### src/rtl/load_count_chain.sv
// ---------------------------------------------------------------------------
// load_count_chain
//
// Registered loadable counter stage with programmable modulus, up/down
// direction, optional saturation and a sticky overflow flag. Terminal count
// and carry-out are combinational, so stages chain on the same clock edge
// for wide or BCD counters (upper.cin = lower.cout).
//
// Parameters
//   WIDTH     count register width (1..32)
//   MAX_VAL   terminal value; count range is 0..MAX_VAL
//   SATURATE  0 = wrap at range ends, 1 = hold at range ends
//
// Ports
//   clk       rising-edge clock
//   rst       asynchronous active-high reset
//   sync_clr  synchronous clear of count and flags (highest priority)
//   load_en   synchronous parallel load (clamped to MAX_VAL)
//   load_val  parallel load data
//   cnt_en    local count enable
//   cin       carry-in from lower stage (tie to 1 on the lowest stage)
//   dir       0 = count up, 1 = count down
//   q         current count (registered)
//   tc        terminal count for the current direction (combinational)
//   cout      carry-out = cnt_en & cin & tc (combinational)
//   wrap      one-cycle pulse after a wrap or saturate event (registered)
//   ovf       sticky overflow flag (registered)
// ---------------------------------------------------------------------------
module load_count_chain #(
    parameter int unsigned      WIDTH    = 4,
    parameter logic [WIDTH-1:0] MAX_VAL  = {WIDTH{1'b1}},
    parameter bit               SATURATE = 1'b0
) (
    input  logic             clk,
    input  logic             rst,
    input  logic             sync_clr,
    input  logic             load_en,
    input  logic [WIDTH-1:0] load_val,
    input  logic             cnt_en,
    input  logic             cin,
    input  logic             dir,
    output logic [WIDTH-1:0] q,
    output logic             tc,
    output logic             cout,
    output logic             wrap,
    output logic             ovf
);

    localparam logic [WIDTH-1:0] ONE  = WIDTH'(1);
    localparam logic [WIDTH-1:0] ZERO = '0;

    logic [WIDTH-1:0] q_q, q_d;
    logic             wrap_q, wrap_d;
    logic             ovf_q, ovf_d;

    logic             at_top;
    logic             at_bot;
    logic             step;
    logic [WIDTH-1:0] load_clamped;

    // Terminal detection and carry lookahead (no clock latency)
    always_comb begin
        at_top = (q_q == MAX_VAL);
        at_bot = (q_q == ZERO);
        step   = cnt_en & cin;
    end

    assign tc   = dir ? at_bot : at_top;
    assign cout = step & tc;

    // Out-of-range load data is clamped so q always stays in 0..MAX_VAL
    assign load_clamped = (load_val > MAX_VAL) ? MAX_VAL : load_val;

    // Next-state: clear > load > step > hold
    always_comb begin
        q_d    = q_q;
        wrap_d = 1'b0;
        ovf_d  = ovf_q;

        if (sync_clr) begin
            q_d   = ZERO;
            ovf_d = 1'b0;
        end else if (load_en) begin
            q_d = load_clamped;
        end else if (step) begin
            if (tc) begin
                // Range end reached: wrap to the opposite end or hold there
                wrap_d = 1'b1;
                ovf_d  = 1'b1;
                if (!SATURATE) begin
                    q_d = dir ? MAX_VAL : ZERO;
                end
            end else begin
                // Terminal compare above guarantees no WIDTH-bit overflow here
                q_d = dir ? (q_q - ONE) : (q_q + ONE);
            end
        end
    end

    // State registers
    always_ff @(posedge clk or posedge rst) begin
        if (rst) begin
            q_q    <= ZERO;
            wrap_q <= 1'b0;
            ovf_q  <= 1'b0;
        end else begin
            q_q    <= q_d;
            wrap_q <= wrap_d;
            ovf_q  <= ovf_d;
        end
    end

    assign q    = q_q;
    assign wrap = wrap_q;
    assign ovf  = ovf_q;

endmodule

### config.mk
export PLATFORM = sky130hd
export DESIGN_NAME = load_count_chain
export DESIGN_NICKNAME = d
export VERILOG_FILES = /design/src/rtl/load_count_chain.sv
export SDC_FILE = /design/constraint.sdc
export NUM_CORES = 1
export LEC_CHECK = 0
export ABC_CLOCK_PERIOD_IN_PS = 1850
export CAP_MARGIN = 10
export CORE_AREA = 2 2 39 41
export CTS_CLUSTER_DIAMETER = 80
export CTS_CLUSTER_SIZE = 8
export DETAILED_ROUTE_END_ITERATION = 6
export DIE_AREA = 0 0 41 43
export GPL_TIMING_DRIVEN = 0
export PLACE_DENSITY = 0.68
export SLEW_MARGIN = 20
export SYNTH_ARGS = -nofsm -noshare
export SYNTH_HDL_FRONTEND = slang
export SYNTH_SLANG_ARGS = --single-unit
### constraint.sdc
create_clock -name clk -period 1.85 [get_ports clk]
set_input_delay 0.555 -clock clk [delete_from_list [all_inputs] [get_ports clk]]
set_output_delay 0.555 -clock clk [all_outputs]
set_load 0.1 [all_outputs]
; ---- Yosys cells after proc, flatten, opt, wreduce, memory -nomap -nowiden
; Index checks and enable logic that the tools add are counted.
[totals]
register_bits = 6
input_bits = 11
out_inout_bits = 8
elab_cells = 31
[op_classes]
n_mux = 16
n_reduce_logical = 5
bitwise = 2
n_eq_ne = 2
n_addsub = 2
order_cmp = 1
[op_table]
columns = op, count
row1 = 2-to-1 mux 4 bit, 7
row2 = 2-to-1 mux 1 bit, 9
row3 = adder 4 x 1 -> 4 bit (second input constant), 1
row4 = == test 4 bit (second input constant), 1
row5 = > comparator 4 bit (second input constant), 1
row6 = zero test 4 bit, 1
row7 = nonzero test 2 bit, 2
row8 = subtractor 4 x 1 -> 4 bit (second input constant), 1
row9 = AND reduction 3 bit, 1
row10 = nonzero test 3 bit, 1
row11 = AND 1 bit, 2
row12 = inequality test 2 bit (second input constant), 1

; ---- Logic depth before layout (Yosys ltp)
; Gate-level depths: netlist (run 1).
[logic_depth]
word_depth = 6
ltp_mapped = 5
depth_no_buf = 5

; ---- Least setup slack after synthesis (run 1)
; Ideal clock, no wire load.
[synth_path]
path_kind = register to output
start = register q_q[1] (netlist: q[1])
end = output port cout
path_stages_with_launch = 4
arrival_ns = 4.029
setup_slack_ns = -2.734
required_ns = 1.295
path_buffers = 0
path_cell_list = dfrtp_1 -> or4b_4 -> mux2i_2 -> nor2b_1
[synth_between]
elab_chain_len = 3
elab_cells_between_ends = 4
cone_classes = eq/ne (1) / mux (1) / bitwise (1) / reduce/logical (1)
[synth_rtl]
columns = element, line_no
row1 = start: declaration, 52  ; logic [WIDTH-1:0] q_q, q_d;
row2 = start signal: assignment, 107  ; q_q <= q_d;
row3 = == test 4 bit / zero test 4 bit (equally long branches), "63, 64"
row4 = 2-to-1 mux 1 bit (*), 68  ; assign tc = dir ? at_bot : at_top;
row5 = named net tc, 43  ; output logic tc,
row6 = AND 1 bit (*), 69  ; assign cout = step & tc;
row7 = end: declaration, 44  ; output logic cout,
; The timed path passes the listed nets; every way through them passes the cells marked *.

; ---- Worst setup path after layout (run 1)
[layout_path]
start = register q_q[1] (netlist: q[1])
end = output port cout
[layout_between]
elab_chain_len = 3
elab_cells_between_ends = 4
cone_classes = eq/ne (1) / mux (1) / bitwise (1) / reduce/logical (1)
[layout_rtl]
columns = element, line_no
row1 = == test 4 bit / zero test 4 bit (equally long branches), "63, 64"
row2 = 2-to-1 mux 1 bit (*), 68
row3 = AND 1 bit (*), 69
; Every way passes the cells marked *; elsewhere a longest branch is shown, timed or not.

==> impl_metrics.csv, run 1 <==
group,metric,value,unit
outcome,status,"complete, but fails checks",
outcome,violations,"setup timing",
die,die_area,1763,um2
synth,syn_avg_cell_area,9.981,um2
final_layout,area_growth,65.53,%
global_route,grt_pass1_wl,1711,um
synth,synthesis.area,439.2,um2
flow_run,maxCapViolCount,0,
placement,io_buffers,17,
routing,first_iter_violations,4,
die,die_y,43,um
cts,root_buffer,"clkbuf_4",
routing,via_per_inst,4.988,
die,fp.coreArea,1384,um2
die,rows,14,
timing,timing.final.crit_period,2.389,ns
synth,synth_compound_area_share,15.10,%
cts,cts_inserted_buffers,3,
synth,synth_common_cells,"6 x dfrtp_1, 5 x a21oi_1, 5 x nor2_1",
synth,synth_cell_type_count,25,
cts,h-tree-depth,1,
synth,synth.yosys.seq_area_share,34.19,%
timing,setup_tns,-1.040,ns
timing,worstMarginPinSlew,0.5438,ns
synth,synth_nets,58,
final_layout,final_core_util,52.53,%
timing,setup_violations,2,
synth,synth-simple-area-share,25.64,%
power_and_ir_drop,power.density,704.1,nW/um2
placement,place_hpwl,767.5,um
synth,yosysTopAreaCell,"dfrtp_1",
final_layout,diodes,0,
die,ios,19,
die,initial_core_util,31.74,%
placement,placed_cells,77,
placement,place_congestion,0.7378,
synth,async_flop_share,100.0,%
synth,synth_seq_cells,6,
critical_path,worstSetupPathType,"reg -> out",
critical_path,worstPathArrival,1.83,ns
timing,period_share,129.1,%
global_route,antenna_found_initial,0,
routing,wl,1074,um
routing,firstDrtPassIters,4,
global_route,first_global_vias,384,
final_layout,layoutNonFillerInstCount,85,
timing,slew_headroom,63.91,%
hold_path,min_path_type,"reg -> reg",
global_route,grt_max_degree,10,
cts,clk_pin_slew,0.05,ns
critical_path,cp-start-kind,"flop",
synth,synth_ff_type,"dfrtp_1",
cts,cts_sinks,6,
timing,whs,0.4897,ns
synth,synthCells,44,
power_and_ir_drop,vdd_ir_drop_max,0.3206,mV
timing,layout_setup_ws,-0.5388,ns
timing,hold_viol,0,
synth,synthTopCellsByArea,"dfrtp_1 34%, a21oi_1 5.7%, ha_1 5.7%, fa_1 4.6%, nor2_1 4.3%",
power_and_ir_drop,leakage,0.3213,nW
routing,drc,0,
routing,vias,424,
synth,synth.most_common_cell,"dfrtp_1",
synth,synth_fa_ha_area_share,10.26,%
cts,clk_latency,0.25,ns
synth,synth-xor-area-share,5.983,%
synth,synth_top_cell_area_share,34.19,%
power_and_ir_drop,fin_total_pwr,511.9,uW
timing,max_freq,0.4186,GHz
synth,synth_edf_count,0,
critical_path,worst_ep_required_time,1.29,ns
critical_path,worstPathMaxFanout,3,
synth,synth_warnings,0,
synth,synth_top_family_by_area,"simple AND/OR/NAND/NOR gates",
critical_path,r2r_slack,0.07,ns
synth,synth_mux_area_share,5.413,%
global_route,track_usage,14.75,%
critical_path,cp-end-kind,"output pin",
final_layout,drive_gt1_share,40.58,%
final_layout,fin_nets,84,
cts,clk_path_buf_depth,2,
routing,wire_per_inst,12.64,um
timing,slew_viol_final,0,
die,die_w,41,um
timing,rsz0062_at_grt,"true",
routing,ant_nets,0,
timing,finClkSkew,0.002714,ns
cts,tritoncts,"built",
global_route,grt-ovfl-total,0,
cts,holdBufCountCts,0,
-- sequential cells by signal, indices dropped and copies added (netlist names) --
name / cells
ovf: 1
q: 4
wrap: 1
-- critical path: stages (launching register included) --
cell and delay [ns]:
dfrtp_4 0.48, or4b_4 0.56, mux2i_4 0.17, nor2b_4 0.19
buf_12 0.18
-- repair_timing --
action                                  4_1_cts  5_1_grt
endpoints found under the setup margin       11        5
hold endpoints to repair                      0        0
setup buffers                                 4        0
cloned                                        0        0
pin swaps                                     1        0
gates resized for setup                      41        2
-- logic make-up after synthesis --
logic type | after synthesis
adder cells (fa/ha/maj) | 3
buffers and inverters | 3
XOR/XNOR | 3
AND/OR/NAND/NOR | 17
flip-flops | 6
multiplexers | 2
AO/OA/AOI/OAI | 10
-- cells in the final DEF (no fill, tap or decap), types with 2 or more instances in the layout --
| cell | instances |
|---|---|
| dfrtp_4 | 2 |
| dfrtp_2 | 2 |
| buf_12 | 2 |
| clkdlybuf4s15_2 | 4 |
| clkdlybuf4s50_1 | 8 |
| nor2_1 | 5 |
| a21oi_1 | 5 |
| nor3_1 | 2 |
| xnor2_1 | 2 |
| clkbuf_4 | 3 |
| and3b_1 | 2 |
| buf_4 | 5 |
| dfrtp_1 | 2 |
| and2_1 | 2 |
| o22ai_1 | 2 |
| buf_2 | 2 |
| ha_1 | 2 |
-- routing by layer --
metal | track usage, % | up-vias | routed length, um
met5 | 0 | - | 0
met2 | 22.50 | 22 | 523
met4 | 6.000 | 0 | 6
li1 | - | 205 | -
met3 | 6.283 | 2 | 82
met1 | 17.38 | 195 | 461
-- cell type report --
type                    instances  area [um2]
fillers                       137       656.9
multi-input cells              35       290.3
repair buffers                 21       215.2
flip-flops and latches          6       160.2
clock buffers                   4       26.28
well taps                      16       20.02
plain buffers                   1       7.507
inverters                       2       7.507
-- stage by stage --
step / setup slack (ns) / instance area (um2)
detailed placement: -1.923 / 655.6
global placement: -1.902 / 655.6
global route: -0.5880 / 726.9
finish: -0.5388 / 726.9
CTS: -0.5442 / 733.2
floorplan: -1.269 / 465.4
-- report_power, final --
group | switching (mW) | total [mW] | internal (mW) | leakage (nW)
Combinational | 0.135 | 0.222 | 0.0864 | 0.232
Sequential | 0.0123 | 0.154 | 0.142 | 0.0744
Clock | 0.0535 | 0.136 | 0.0821 | 0.0150
Total | 0.201 | 0.512 | 0.311 | 0.321
-- final timing paths --
check	startpoint	endpoint	cells past startpoint
max	q[1]	cout	4
min	ovf	ovf	2
max reg2reg	q[1]	q[3]	7
min reg2reg	ovf	ovf	2
max in group asynchronous	rst	q[3]	2
min in group asynchronous	rst	ovf	2
Power figures use the tool's default switching activity.
==> run 2: changes to the inputs <==
- CORE_AREA: 2 2 39 41 -> 8 8 45 47
- DIE_AREA: 0 0 41 43 -> 0 0 53 55
- RECOVER_POWER: not set -> 50
==> impl_metrics.csv, run 2 (synthesis results as in run 1) <==
group,metric,value,unit
final_layout,regArea,160.2,um2
final_layout,area_growth,67.81,%
hold_path,hold_depth,2,
cts,cts_inserted_buffers,3,
critical_path,cp-start-kind,"flop",
critical_path,r2r-end,"q[3]",
power_and_ir_drop,fin_total_pwr,499.2,uW
cts,holdBufCountCts,0,
die,die_area,2915,um2
placement,placed_area,655.6,um2
cts,tritoncts,"built",
final_layout,diodes,0,
die,die_w,53,um
flow_run,maxCapViolCount,0,
routing,firstDrtPassIters,4,
timing,finClkSkew,0.006362,ns
timing,worstMarginPinSlew,0.9514,ns
critical_path,worst_ep_required_time,1.29,ns
routing,ant_nets,0,
placement,place_hpwl,905.2,um
final_layout,multi_input_area,290.3,um2
global_route,first_global_vias,451,
final_layout,stdcell_area,737.0,um2
hold_path,min_path_type,"reg -> reg",
critical_path,critical_path.slowest_cell,"or4b_4",
final_layout,fin_nets,86,
routing,vias,406,
die,ios,19,
placement,io_buffers,17,
critical_path,worstSetupPathType,"reg -> out",
hold_path,worstHoldStart,"ovf",
cts,clk_latency,0.24,ns
power_and_ir_drop,leakage,0.3334,nW
routing,wl,1239,um
timing,hold_viol,0,
critical_path,cp-end-kind,"output pin",
final_layout,drive_gt1_share,41.43,%
cts,clk_pin_slew,0.05,ns
cts,h-tree-depth,1,
global_route,track_usage,9.819,%
final_layout,fillerInstances,135,
timing,slew_viol_final,0,
timing,max_freq,0.4219,GHz
final_layout,layout_common_cells,"7 x buf_4, 7 x clkdlybuf4s50_1, 5 x nor2_1, 5 x a21oi_1, 4 x clkdlybuf4s15_2",
routing,first_iter_violations,6,
die,initial_core_util,31.74,%
routing,drc,0,
global_route,antenna_found_initial,0,
cts,root_buffer,"clkbuf_4",
critical_path,worstPathMaxFanout,3,
critical_path,critPathMaxStageDelay,0.56,ns
routing,wire_per_inst,14.41,um
global_route,grt_max_degree,10,
timing,period_share,128.1,%
power_and_ir_drop,power.density,677.4,nW/um2
critical_path,r2r_cells,5,
die,rows,14,
cts,cts_sinks,6,
timing,layout_setup_ws,-0.5203,ns
critical_path,worstPathArrival,1.82,ns
critical_path,crit_chain,"or4b_4 -> mux2i_4 -> nor2b_4 -> buf_12",
hold_path,min_to,"ovf",
outcome,violations,"setup timing",
outcome,status,"complete, but fails checks",
placement,place_congestion,0.7632,
timing,setup_violations,4,
die,die_y,55,um
critical_path,reg2reg_from,"q[3]",
cts,clk_path_buf_depth,2,
final_layout,largest_register_ff_count,4,
die,fp.coreArea,1384,um2
global_route,grt_pass1_wl,2042,um
global_route,grt-ovfl-total,0,
timing,timing.final.crit_period,2.370,ns
routing,via_per_inst,4.721,
timing,slew_headroom,36.83,%
timing,rsz0062_at_grt,"true",
power_and_ir_drop,vdd_ir_drop_max,0.2539,mV
critical_path,r2r_slack,0.17,ns
==> run 2: cell count changes in the layout (fill, tap and decap cells not counted) <==
cell             delta
buf_4               +2
clkbuf_1            -1
clkdlybuf4s18_2     -1
clkdlybuf4s50_1     -1
dlygate4sd2_1       +1
dlygate4sd3_1       +1
==> run 2: repair_timing <==
action,CTS,global route
cloned,0,0
setup buffers,5,1
pin swaps,1,1
resized for setup,39,1
endpoints found under the setup margin,12,4
==> run 2: critical path, delay by kind of cell, from the launching register on <==
family        cells  cell delay [ns]
buf+inv           1             0.18
flops             1             0.48
mux               1             0.17
simple gates      2             0.75
==> run 2: metal layers <==
metal,routed length [um],track usage (%),share of wire [%],vias to the layer above
li1,-,-,-,210
met1,536,10.75,43,182
met2,578,15.23,47,14
met3,125,4.278,10,0
met4,0,6.466,0,0
met5,0,0,0,-
==> run 2: cell type report <==
| type | instances | area share [%] |
|---|---|---|
| buffer | 1 | 1.019 |
| timing repair buffer | 23 | 31.07 |
| clock buffer | 3 | 3.056 |
| inverter | 2 | 1.019 |
| tap | 16 | 2.716 |
| sequential | 6 | 21.73 |
| multi-input combinational | 35 | 39.39 |
==> run 2: through the flow <==
| step | TNS [ns] | cells | setup slack [ns] | util (%) | hold WS (ns) |
|---|---|---|---|---|---|
| after floorplan | -2.547 | 44 | -1.269 | - | 0.3459 |
| after global placement | -6.507 | 77 | -1.909 | 47.38 | 0.4784 |
| after detailed placement | -6.699 | 77 | -1.920 | 47.38 | 0.4849 |
| after CTS | -1.278 | 85 | -0.5435 | 53.07 | 0.4960 |
| after global routing | -1.437 | 86 | -0.5622 | 53.25 | 0.5443 |
| final | -1.264 | 86 | -0.5203 | 53.25 | 0.4882 |
==> run 2: how the worst max path moves through the flow <==
stage          cells past startpoint   end  startpoint  slack [ns]
6_report                           4  cout        q[3]       -0.52
3_3_place_gp                       5  cout         dir       -1.91
4_1_cts                            4  cout        q[1]       -0.54
2_1_floorplan                      3  cout        q[3]       -1.27
3_5_place_dp                       5  cout         dir       -1.92
5_1_grt                            4  cout        q[3]       -0.56
==> run 2: power by group <==
group | leakage, nW | internal [mW] | switching (mW)
Combinational | 0.245 | 0.0899 | 0.138
Clock | 0.0138 | 0.0732 | 0.0447
Sequential | 0.0744 | 0.142 | 0.0117
